==> src/rtl/mem_arb_pkg.sv <==
// Shared types and constants for the memory port arbiter.
package mem_arb_pkg;

    typedef enum logic [1:0] {
        StIdle,
        StAccess,
        StWait
    } arb_state_e;

    // Requester IDs, also used as bit indices into req/gnt/rvalid vectors.
    localparam logic REQ_CPU = 1'b0;
    localparam logic REQ_AUX = 1'b1;

    localparam int unsigned DEF_ADDR_W = 20;
    localparam int unsigned DEF_DATA_W = 32;

    // Width of the read-latency wait counter.
    function automatic int unsigned cnt_width(input int unsigned rd_lat);
        return $clog2(rd_lat + 1);
    endfunction

endpackage

==> src/rtl/mem_arb_pick.sv <==
// Combinational winner select for the two requesters.
// MEM_ARB_RR_EN: round-robin on simultaneous requests; otherwise fixed priority, CPU first.
module mem_arb_pick
    import mem_arb_pkg::*;
(
    input  logic [1:0] req,
    input  logic       last_grant,
    output logic       any,
    output logic       winner
);

    // Pick a winner among the currently asserted requests.
    always_comb begin
        any = |req;
`ifdef MEM_ARB_RR_EN
        if (&req) begin
            winner = ~last_grant;
        end else begin
            winner = req[REQ_CPU] ? REQ_CPU : REQ_AUX;
        end
`else
        winner = req[REQ_CPU] ? REQ_CPU : REQ_AUX;
`endif
    end

`ifndef MEM_ARB_RR_EN
    // Fixed priority keeps last_grant tracked upstream but does not consult it.
    logic unused_last_grant;
    assign unused_last_grant = last_grant;
`endif

endmodule

==> src/rtl/mem_port_arbiter.sv <==
// Shares one synchronous memory port between the CPU (m0) and an auxiliary master (m1).
// Serialises requests, enforces the fixed read latency and returns read data with a pulse.
// MEM_ARB_RR_EN selects round-robin arbitration (see mem_arb_pick).
module mem_port_arbiter
    import mem_arb_pkg::*;
#(
    parameter int unsigned ADDR_W = DEF_ADDR_W,
    parameter int unsigned DATA_W = DEF_DATA_W,
    parameter int unsigned RD_LAT = 2
) (
    input  logic              clk,
    input  logic              rst,
    input  logic              m0_req,
    input  logic              m0_we,
    input  logic [ADDR_W-1:0] m0_addr,
    input  logic [DATA_W-1:0] m0_wdata,
    output logic              m0_gnt,
    output logic              m0_rvalid,
    output logic [DATA_W-1:0] m0_rdata,
    input  logic              m1_req,
    input  logic              m1_we,
    input  logic [ADDR_W-1:0] m1_addr,
    input  logic [DATA_W-1:0] m1_wdata,
    output logic              m1_gnt,
    output logic              m1_rvalid,
    output logic [DATA_W-1:0] m1_rdata,
    output logic [ADDR_W-1:0] mem_address,
    output logic              mem_write_enable,
    output logic [DATA_W-1:0] mem_write_value,
    input  logic [DATA_W-1:0] mem_read_value,
    output logic              busy
);

    localparam int unsigned      CNT_W    = cnt_width(RD_LAT);
    localparam logic [CNT_W-1:0] CNT_LOAD = CNT_W'(RD_LAT - 1);
    localparam logic [CNT_W-1:0] CNT_ONE  = CNT_W'(1);

    arb_state_e        state_q, state_d;
    logic [CNT_W-1:0]  cnt_q, cnt_d;
    logic              win_q, win_d;
    logic              last_grant_q, last_grant_d;
    logic [ADDR_W-1:0] addr_q, addr_d;
    logic              we_q, we_d;
    logic [DATA_W-1:0] wdata_q, wdata_d;
    logic [1:0]        gnt_q, gnt_d;
    logic [1:0]        rvalid_q, rvalid_d;
    logic [DATA_W-1:0] rdata0_q, rdata0_d;
    logic [DATA_W-1:0] rdata1_q, rdata1_d;
    logic              capture;

    logic              pick_any;
    logic              pick_winner;
    logic              sel_we;
    logic [ADDR_W-1:0] sel_addr;
    logic [DATA_W-1:0] sel_wdata;

    mem_arb_pick u_pick (
        .req        ({m1_req, m0_req}),
        .last_grant (last_grant_q),
        .any        (pick_any),
        .winner     (pick_winner)
    );

    // Route the winning requester's command towards the port registers.
    always_comb begin
        sel_we    = pick_winner ? m1_we    : m0_we;
        sel_addr  = pick_winner ? m1_addr  : m0_addr;
        sel_wdata = pick_winner ? m1_wdata : m0_wdata;
    end

    // Next-state and registered-output logic for the IDLE/ACCESS/WAIT sequence.
    always_comb begin
        state_d      = state_q;
        cnt_d        = cnt_q;
        win_d        = win_q;
        last_grant_d = last_grant_q;
        addr_d       = addr_q;
        we_d         = 1'b0;
        wdata_d      = wdata_q;
        gnt_d        = '0;
        rvalid_d     = '0;
        rdata0_d     = rdata0_q;
        rdata1_d     = rdata1_q;
        capture      = 1'b0;

        unique case (state_q)
            StIdle: begin
                if (pick_any) begin
                    win_d              = pick_winner;
                    last_grant_d       = pick_winner;
                    gnt_d[pick_winner] = 1'b1;
                    addr_d             = sel_addr;
                    we_d               = sel_we;
                    if (sel_we) begin
                        wdata_d = sel_wdata;
                    end
                    state_d = StAccess;
                end
            end
            StAccess: begin
                if (we_q) begin
                    state_d = StIdle;
                end else if (RD_LAT == 1) begin
                    capture = 1'b1;
                    state_d = StIdle;
                end else begin
                    cnt_d   = CNT_LOAD;
                    state_d = StWait;
                end
            end
            StWait: begin
                // Capture on the cycle the decremented count reaches zero.
                cnt_d = cnt_q - CNT_ONE;
                if (cnt_q == CNT_ONE) begin
                    capture = 1'b1;
                    state_d = StIdle;
                end
            end
            default: state_d = StIdle;
        endcase

        if (capture) begin
            rvalid_d[win_q] = 1'b1;
            unique case (win_q)
                REQ_CPU: rdata0_d = mem_read_value;
                REQ_AUX: rdata1_d = mem_read_value;
            endcase
        end
    end

    // State and output registers; reset aborts any transaction in flight.
    always_ff @(posedge clk) begin
        if (rst) begin
            state_q      <= StIdle;
            cnt_q        <= '0;
            win_q        <= REQ_CPU;
            last_grant_q <= REQ_AUX;
            addr_q       <= '0;
            we_q         <= 1'b0;
            wdata_q      <= '0;
            gnt_q        <= '0;
            rvalid_q     <= '0;
            rdata0_q     <= '0;
            rdata1_q     <= '0;
        end else begin
            state_q      <= state_d;
            cnt_q        <= cnt_d;
            win_q        <= win_d;
            last_grant_q <= last_grant_d;
            addr_q       <= addr_d;
            we_q         <= we_d;
            wdata_q      <= wdata_d;
            gnt_q        <= gnt_d;
            rvalid_q     <= rvalid_d;
            rdata0_q     <= rdata0_d;
            rdata1_q     <= rdata1_d;
        end
    end

    assign m0_gnt           = gnt_q[REQ_CPU];
    assign m1_gnt           = gnt_q[REQ_AUX];
    assign m0_rvalid        = rvalid_q[REQ_CPU];
    assign m1_rvalid        = rvalid_q[REQ_AUX];
    assign m0_rdata         = rdata0_q;
    assign m1_rdata         = rdata1_q;
    assign mem_address      = addr_q;
    assign mem_write_enable = we_q;
    assign mem_write_value  = wdata_q;
    assign busy             = (state_q != StIdle);

endmodule

==> config.mk <==
export PLATFORM = sky130hd
export DESIGN_NAME = mem_port_arbiter
export DESIGN_NICKNAME = d
export VERILOG_FILES = /design/src/rtl/mem_arb_pkg.sv /design/src/rtl/mem_arb_pick.sv /design/src/rtl/mem_port_arbiter.sv
export SDC_FILE = /design/constraint.sdc
export NUM_CORES = 1
export LEC_CHECK = 0
export BUFFER_PORTS_ARGS = -buffer_cell sky130_fd_sc_hd__buf_2
export CAP_MARGIN = 5
export CORE_ASPECT_RATIO = 0.75
export CORE_UTILIZATION = 46
export CTS_CLUSTER_SIZE = 12
export DETAILED_ROUTE_END_ITERATION = 7
export PLACE_DENSITY = 0.76
export SLEW_MARGIN = 30
export SYNTH_ARGS = -nofsm -noshare
export SYNTH_HDL_FRONTEND = slang
export SYNTH_SLANG_ARGS = --single-unit
==> constraint.sdc <==
create_clock -name clk -period 1.6 [get_ports clk]
set_input_delay 0.32 -clock clk [delete_from_list [all_inputs] [get_ports clk]]
set_output_delay 0.32 -clock clk [all_outputs]
set_load 0.02 [all_outputs]
Word level (Yosys, flattened, before mapping):

Index checks and enable logic that the tools add are counted.

* flip-flop bits (word level): 126
* ROM bits: 0
* memories kept: 0
* bits of input ports: 142
* word-level logic and storage cells: 55
* bits in latches: 0
* RAM bits: 0
* output and inout bits: 122

* multipliers: 0
* div/mod/pow operators: 0
* muxes and demuxes: 16
* shift operators: 0
* add/sub/neg operators: 1
* order comparisons: 4
* reductions and logical operators: 14
* equal/unequal tests: 6
* bitwise operators: 4

Operator list (number)
* two-way mux 32 bit: 1
* two-way mux 20 bit: 1
* AND reduction 2 bit: 5
* two-way mux 2 bit: 4
* two-way mux 1 bit: 6
* != test 2 bit, second input constant: 3
* one-hot mux 2 bit (3 select lines): 1
* equality test 2 x 1 -> 1 bit, second input constant: 2
* < comparator 1 x 2 -> 1 bit, second input constant: 2
* NOT 1 bit: 4
* one-hot mux 2 bit (2 select lines): 1
* nonzero test 2 bit: 2
* OR reduction 2 bit: 2
* AND reduction 3 bit: 1
* OR reduction 3 bit: 1
* demux 1 bit (select 1 bit): 2
* equality test 2 bit, second input constant: 1
* greater-or-equal comparator 1 bit, second input constant: 2
* logical AND 1 bit: 2
* logical NOT 2 bit: 1
* subtractor 2 x 1 -> 2 bit, second input constant: 1

Longest topological paths before layout:

* word-level depth: 5
* depth in mapped cells: 7
* gate-level depth less buffers: 5

By module:

Synthesis repeated with hierarchy kept, for this count alone.

* cells, all modules: 539
* area total of the unflattened synthesis: 4974.8 µm²

By module, submodules not included
* mem_port_arbiter: area an instance 4964.8 µm², seq. area each 2542.4 µm², cells an instance 537, times used 1
* mem_arb_pick: area an instance 10.0 µm², seq. area each 0.0 µm², cells an instance 2, times used 1

Least setup slack after synthesis:

No wires, ideal clock.

* path type: input-to-reg
* from: in m0_req
* to: reg wdata_q[10] (netlist: mem_write_value[10])
* arrival: 1273 ps
* setup time: 87 ps
* path slack: 240 ps
* stages: 5
* path buffers: 2
* data required time: 1513 ps
* cells stage by stage: buf_2 -> nand3b_4 -> a21o_4 -> buf_6 -> a221oi_2

* word-level cells in the longest chain between the ends: 2
* elaborated cells between the ends (all ways): 4
* classes of those cells: 2 x mux; 2 x reduce/logical

Ends and longest elaborated chain
* from (decl): line mem_port_arbiter.sv:13 `input logic m0_req,`
* OR reduction 2 bit or two-way mux 1 bit (tied branches): line mem_arb_pick.sv:14, mem_port_arbiter.sv:66
* AND reduction 3 bit (no line)
* to (signal assigned): line mem_port_arbiter.sv:152 `wdata_q <= wdata_d;`
* to (decl): line mem_port_arbiter.sv:44 `logic [DATA_W-1:0] wdata_q, wdata_d;`

Parallel ways exist; a longest one is shown, timed or not.
A chain may end at the register's enable or synchronous reset.

Worst setup path in the final report:

* from: reg state_q[1]
* to: out busy

* word-level cells in the longest chain between the ends: 1

Ends and longest elaborated chain
* from (decl): line mem_port_arbiter.sv:38 `arb_state_e state_q, state_d;`
* from (signal assigned): line mem_port_arbiter.sv:134 `state_q <= StIdle;`
* from (signal assigned): line mem_port_arbiter.sv:146 `state_q <= state_d;`
* nonzero test 2 bit: line mem_port_arbiter.sv:169 `assign busy = (state_q != StIdle);`
* to (decl): line mem_port_arbiter.sv:31 `output logic busy`

No other way between the ends.

==> impl_summary.log <==
[metrics] internal power component: 6.45 mW
[metrics] clock input transition at the sequential cells of the worst setup and hold paths: 60 ps
[metrics] final design instance area without fill: 0.00737 sq mm
[metrics] number of global-route vias before repair: 4977
[metrics] core region area: 0.0111 sq mm
[metrics] die extent in y: 94.8 microns
[metrics] series of cell instances along the critical path: nor2_4 > inv_2 > buf_2
[metrics] synthesized flop and latch total: 126
[metrics] dominant delay contributor by cell family on the critical path: flip-flops
[metrics] final worst setup slack: 103 ps
[metrics] number of vias after detailed routing: 5287
[metrics] RePlAce Congestion: 0.819
[metrics] VDD IR-drop max: 0.000894 V
[metrics] FF-to-FF Start: state_q[1]$_SDFFE_PP0P_
[metrics] fraction of final layout cells with drive strength greater than 1: 43.5%
[metrics] total number of clock tree sinks: 126
[metrics] first-pass iteration count of the detailed router: 5
[metrics] number of setup buffers added after CTS: 0
[metrics] Max Transition Viols Final: 0
[metrics] die outline area: 0.0119 sq mm
[metrics] Stages on worst setup path: 3
[metrics] critical path startpoint category: register
[metrics] timing startpoint of the critical path: state_q[1]$_SDFFE_PP0P_
[metrics] number of DRC violations after detailed routing: 0
[metrics] Max Clk Rate: 668 MHz
[metrics] Max Cap Violations: 0
[metrics] Tot Pwr: 8.97 mW
[metrics] H-Tree Level Count: 4
[metrics] RSZ-0062 raised after global routing: false
[metrics] final sum of negative setup slack: 0 ps
[metrics] delay of the slowest critical-path stage: 400 ps
[metrics] number of nets with antenna violations after detailed routing: 0
[metrics] routed wire length: 15400 microns
[metrics] cts bufs inserted: 17
[metrics] antenna violations before repair: 0
[metrics] DP Area: 0.00674 sq mm
[metrics] Area growth syn-to-layout: 39.5%
[metrics] hold slack final: 158 ps
[metrics] Pwr Density: 1220 mW/mm^2
[metrics] R2R depth: 4
[metrics] Worst setup endpoint: busy
[metrics] count of placed standard cells including taps: 961
[metrics] post-synth design cell area: 0.00528 sq mm
[metrics] Worst Path Arrival: 1180 ps
[metrics] DP HPWL: 10800 microns
[metrics] final number of hold-violating endpoints: 0
[metrics] pin count of the biggest net entering global routing: 40
[metrics] number of antenna diodes: 0
[metrics] net switching fraction of the power: 28.0%
[metrics] num rows: 33
[metrics] fin util: 66.6%
[metrics] Psw: 2.51 mW
[metrics] share of total power in the clock network: 44.8%
[metrics] sequential-to-total area share from yosys stat: 47.8%
[metrics] unique cell type count in the Yosys netlist: 31
[metrics] reg-to-reg slack, setup: 180 ps
[metrics] required time reported for the critical path endpoint: 1280 ps
[metrics] most used cells in the layout excluding fill and tap cells: buf_2 (262), nand2_1 (130), dfxtp_1 (125)
[metrics] average cell area after synthesis: 8.88 sq um
[metrics] Warnings, synthesis: 0
[metrics] initial core utilization: 47.7%
[metrics] ports placed on the boundary: 264
[metrics] outcome: complete, no violations
[metrics] die span in x: 126 microns
[metrics] CP max FO: 10
[metrics] class of the most critical setup path: reg2out
[metrics] capture instance of the worst register-to-register path: mem_address[9]$_SDFFE_PP0P_
[metrics] total of endpoints with negative setup slack in the final report: 0
[metrics] count of nets after finishing: 983
[metrics] skew final: 13.1 ps
[metrics] worst hold path type: in2reg
[metrics] Worst Max-Slew Pin Slew: 537 ps
[metrics] port bufs: 263
[metrics] crit path buf inv count: 2
[metrics] CTS tree: yes
[metrics] combinational group share of total power: 16.8%
[metrics] syn nets: 738
[metrics] fin crit share: 93.6%
[metrics] wire length of the first global-routing pass: 24100 microns
[metrics] detailed-route vias per instance: 5.32
[metrics] hold buffer count at cts: 0
[metrics] endpoint type of the worst setup path: primary output
[metrics] DRC marker count from the first detailed-route iteration: 244
[metrics] library cell contributing the largest single delay on the critical path: dfxtp_4
[metrics] count of non-filler cells in the finished layout: 993
[metrics] sequential group share of total power: 38.4%
[metrics] worst slack at placement: 85.8 ps
[metrics] largest buffer count on any clock path: 2
[metrics] routed wire length per instance: 15.5 microns
[metrics] max_slew headroom: 64.2%
[metrics] Clk Latency, worst-skew pair: 410 ps
[metrics] cell at the root of the clock tree: clkbuf_16
[metrics] gate count after technology mapping: 595
[metrics] total routing usage reported by global routing: 25.6%
[metrics] most common cell after layout, fill and taps aside: buf_2
[metrics] Static Leakage: 3.31 nW
[metrics] min Tclk post-route: 1500 ps
[metrics] residual overflow from global routing: 0
[power groups by stage]
stage	Sequential [mW]	Combinational (mW)	Clock, mW
floorplan	3.71	0.778	0
global placement	3.50	1.46	0
detailed placement	3.51	1.50	0
CTS	3.44	1.51	4.08
global route	3.47	1.63	4.23
finish	3.44	1.50	4.02
[state kept, by name, summed over array words and instances (netlist names)]
signal and flops:
win_q 1, state_q 2, mem_address 20, m1_rdata 32
mem_write_enable 1, mem_write_value 32, cnt_q 2, rvalid_q 2
m0_rdata 32, gnt_q 2
[worst min path at each step]
stage               slack, ps                       from  cells past startpoint                         to
finish                    160          mem_read_value[5]                      3   m1_rdata[5]$_SDFFE_PP0P_
detailed placement        440  m1_rdata[17]$_SDFFE_PP0P_                      2  m1_rdata[17]$_SDFFE_PP0P_
global route              150         mem_read_value[20]                      3  m1_rdata[20]$_SDFFE_PP0P_
floorplan                 460          mem_read_value[0]                      2   m0_rdata[0]$_SDFFE_PP0P_
CTS                       150         mem_read_value[14]                      3  m1_rdata[14]$_SDFFE_PP0P_
global placement          440   m1_rdata[6]$_SDFFE_PP0P_                      2   m1_rdata[6]$_SDFFE_PP0P_
[synth_stat cells, drive strengths merged]
cell     instances  area share (%)
ha               1            0.24
nor4bb           1            0.19
nor3             2            0.19
nor2             9            0.78
mux2i           20             3.8
clkbuf          31             2.2
or2              1            0.12
a221oi          32             8.7
nand4bb          1            0.21
nand3b           1            0.38
a21oi          118              11
a211oi          21             4.9
buf             24             2.9
nand2b           1            0.12
and4b            1            0.19
a2bb2oi          1            0.17
dfxtp          126              48
o21ai           34             3.2
nand4b           1            0.17
a21o             1            0.28
mux2             1            0.21
nand2          130             9.2
a2111oi          1            0.17
inv             35             2.5
and2             1            0.17
[worst min-delay path, stage by stage]
cell and delay (ps):
buf_2 100, nand2_1 50, a21oi_1 50
[cells by family (layout without fill, tap and decap cells)]
| family | Yosys count | count (layout) | synth area share (%) |
|---|---|---|---|
| AO/OA/AOI/OAI | 208 | 208 | 28.6 |
| AND/OR/NAND/NOR | 149 | 149 | 11.8 |
| flip-flops | 126 | 126 | 47.8 |
| buffers and inverters | 90 | 348 | 7.60 |
| multiplexers | 21 | 21 | 4.00 |
| adder cells (fa/ha/maj) | 1 | 1 | 0.237 |
[cell type report]
class	count	area, sq um
fillers	891	3700
flip-flops and latches	126	2530
multi-input cells	379	2370
repair buffers	281	1540
clock buffers	18	439
clock inverters	14	181
well taps	140	175
inverters	35	131
[metal layers]
metal / vias to the layer above / track usage (%) / wire, microns
li1: 2554 / - / -
met2: 220 / 44.1 / 7650
met5: - / 0 / 0
met3: 35 / 7.03 / 1060
met1: 2478 / 29.7 / 6260
met4: 0 / 12.4 / 427
[what timing repair did]
item,CTS,global route
hold endpoints to repair,0,0
cloned,0,0
setup endpoints to repair,1,1
resized for setup,1,1
No activity file was read; power rests on OpenSTA's default activity.
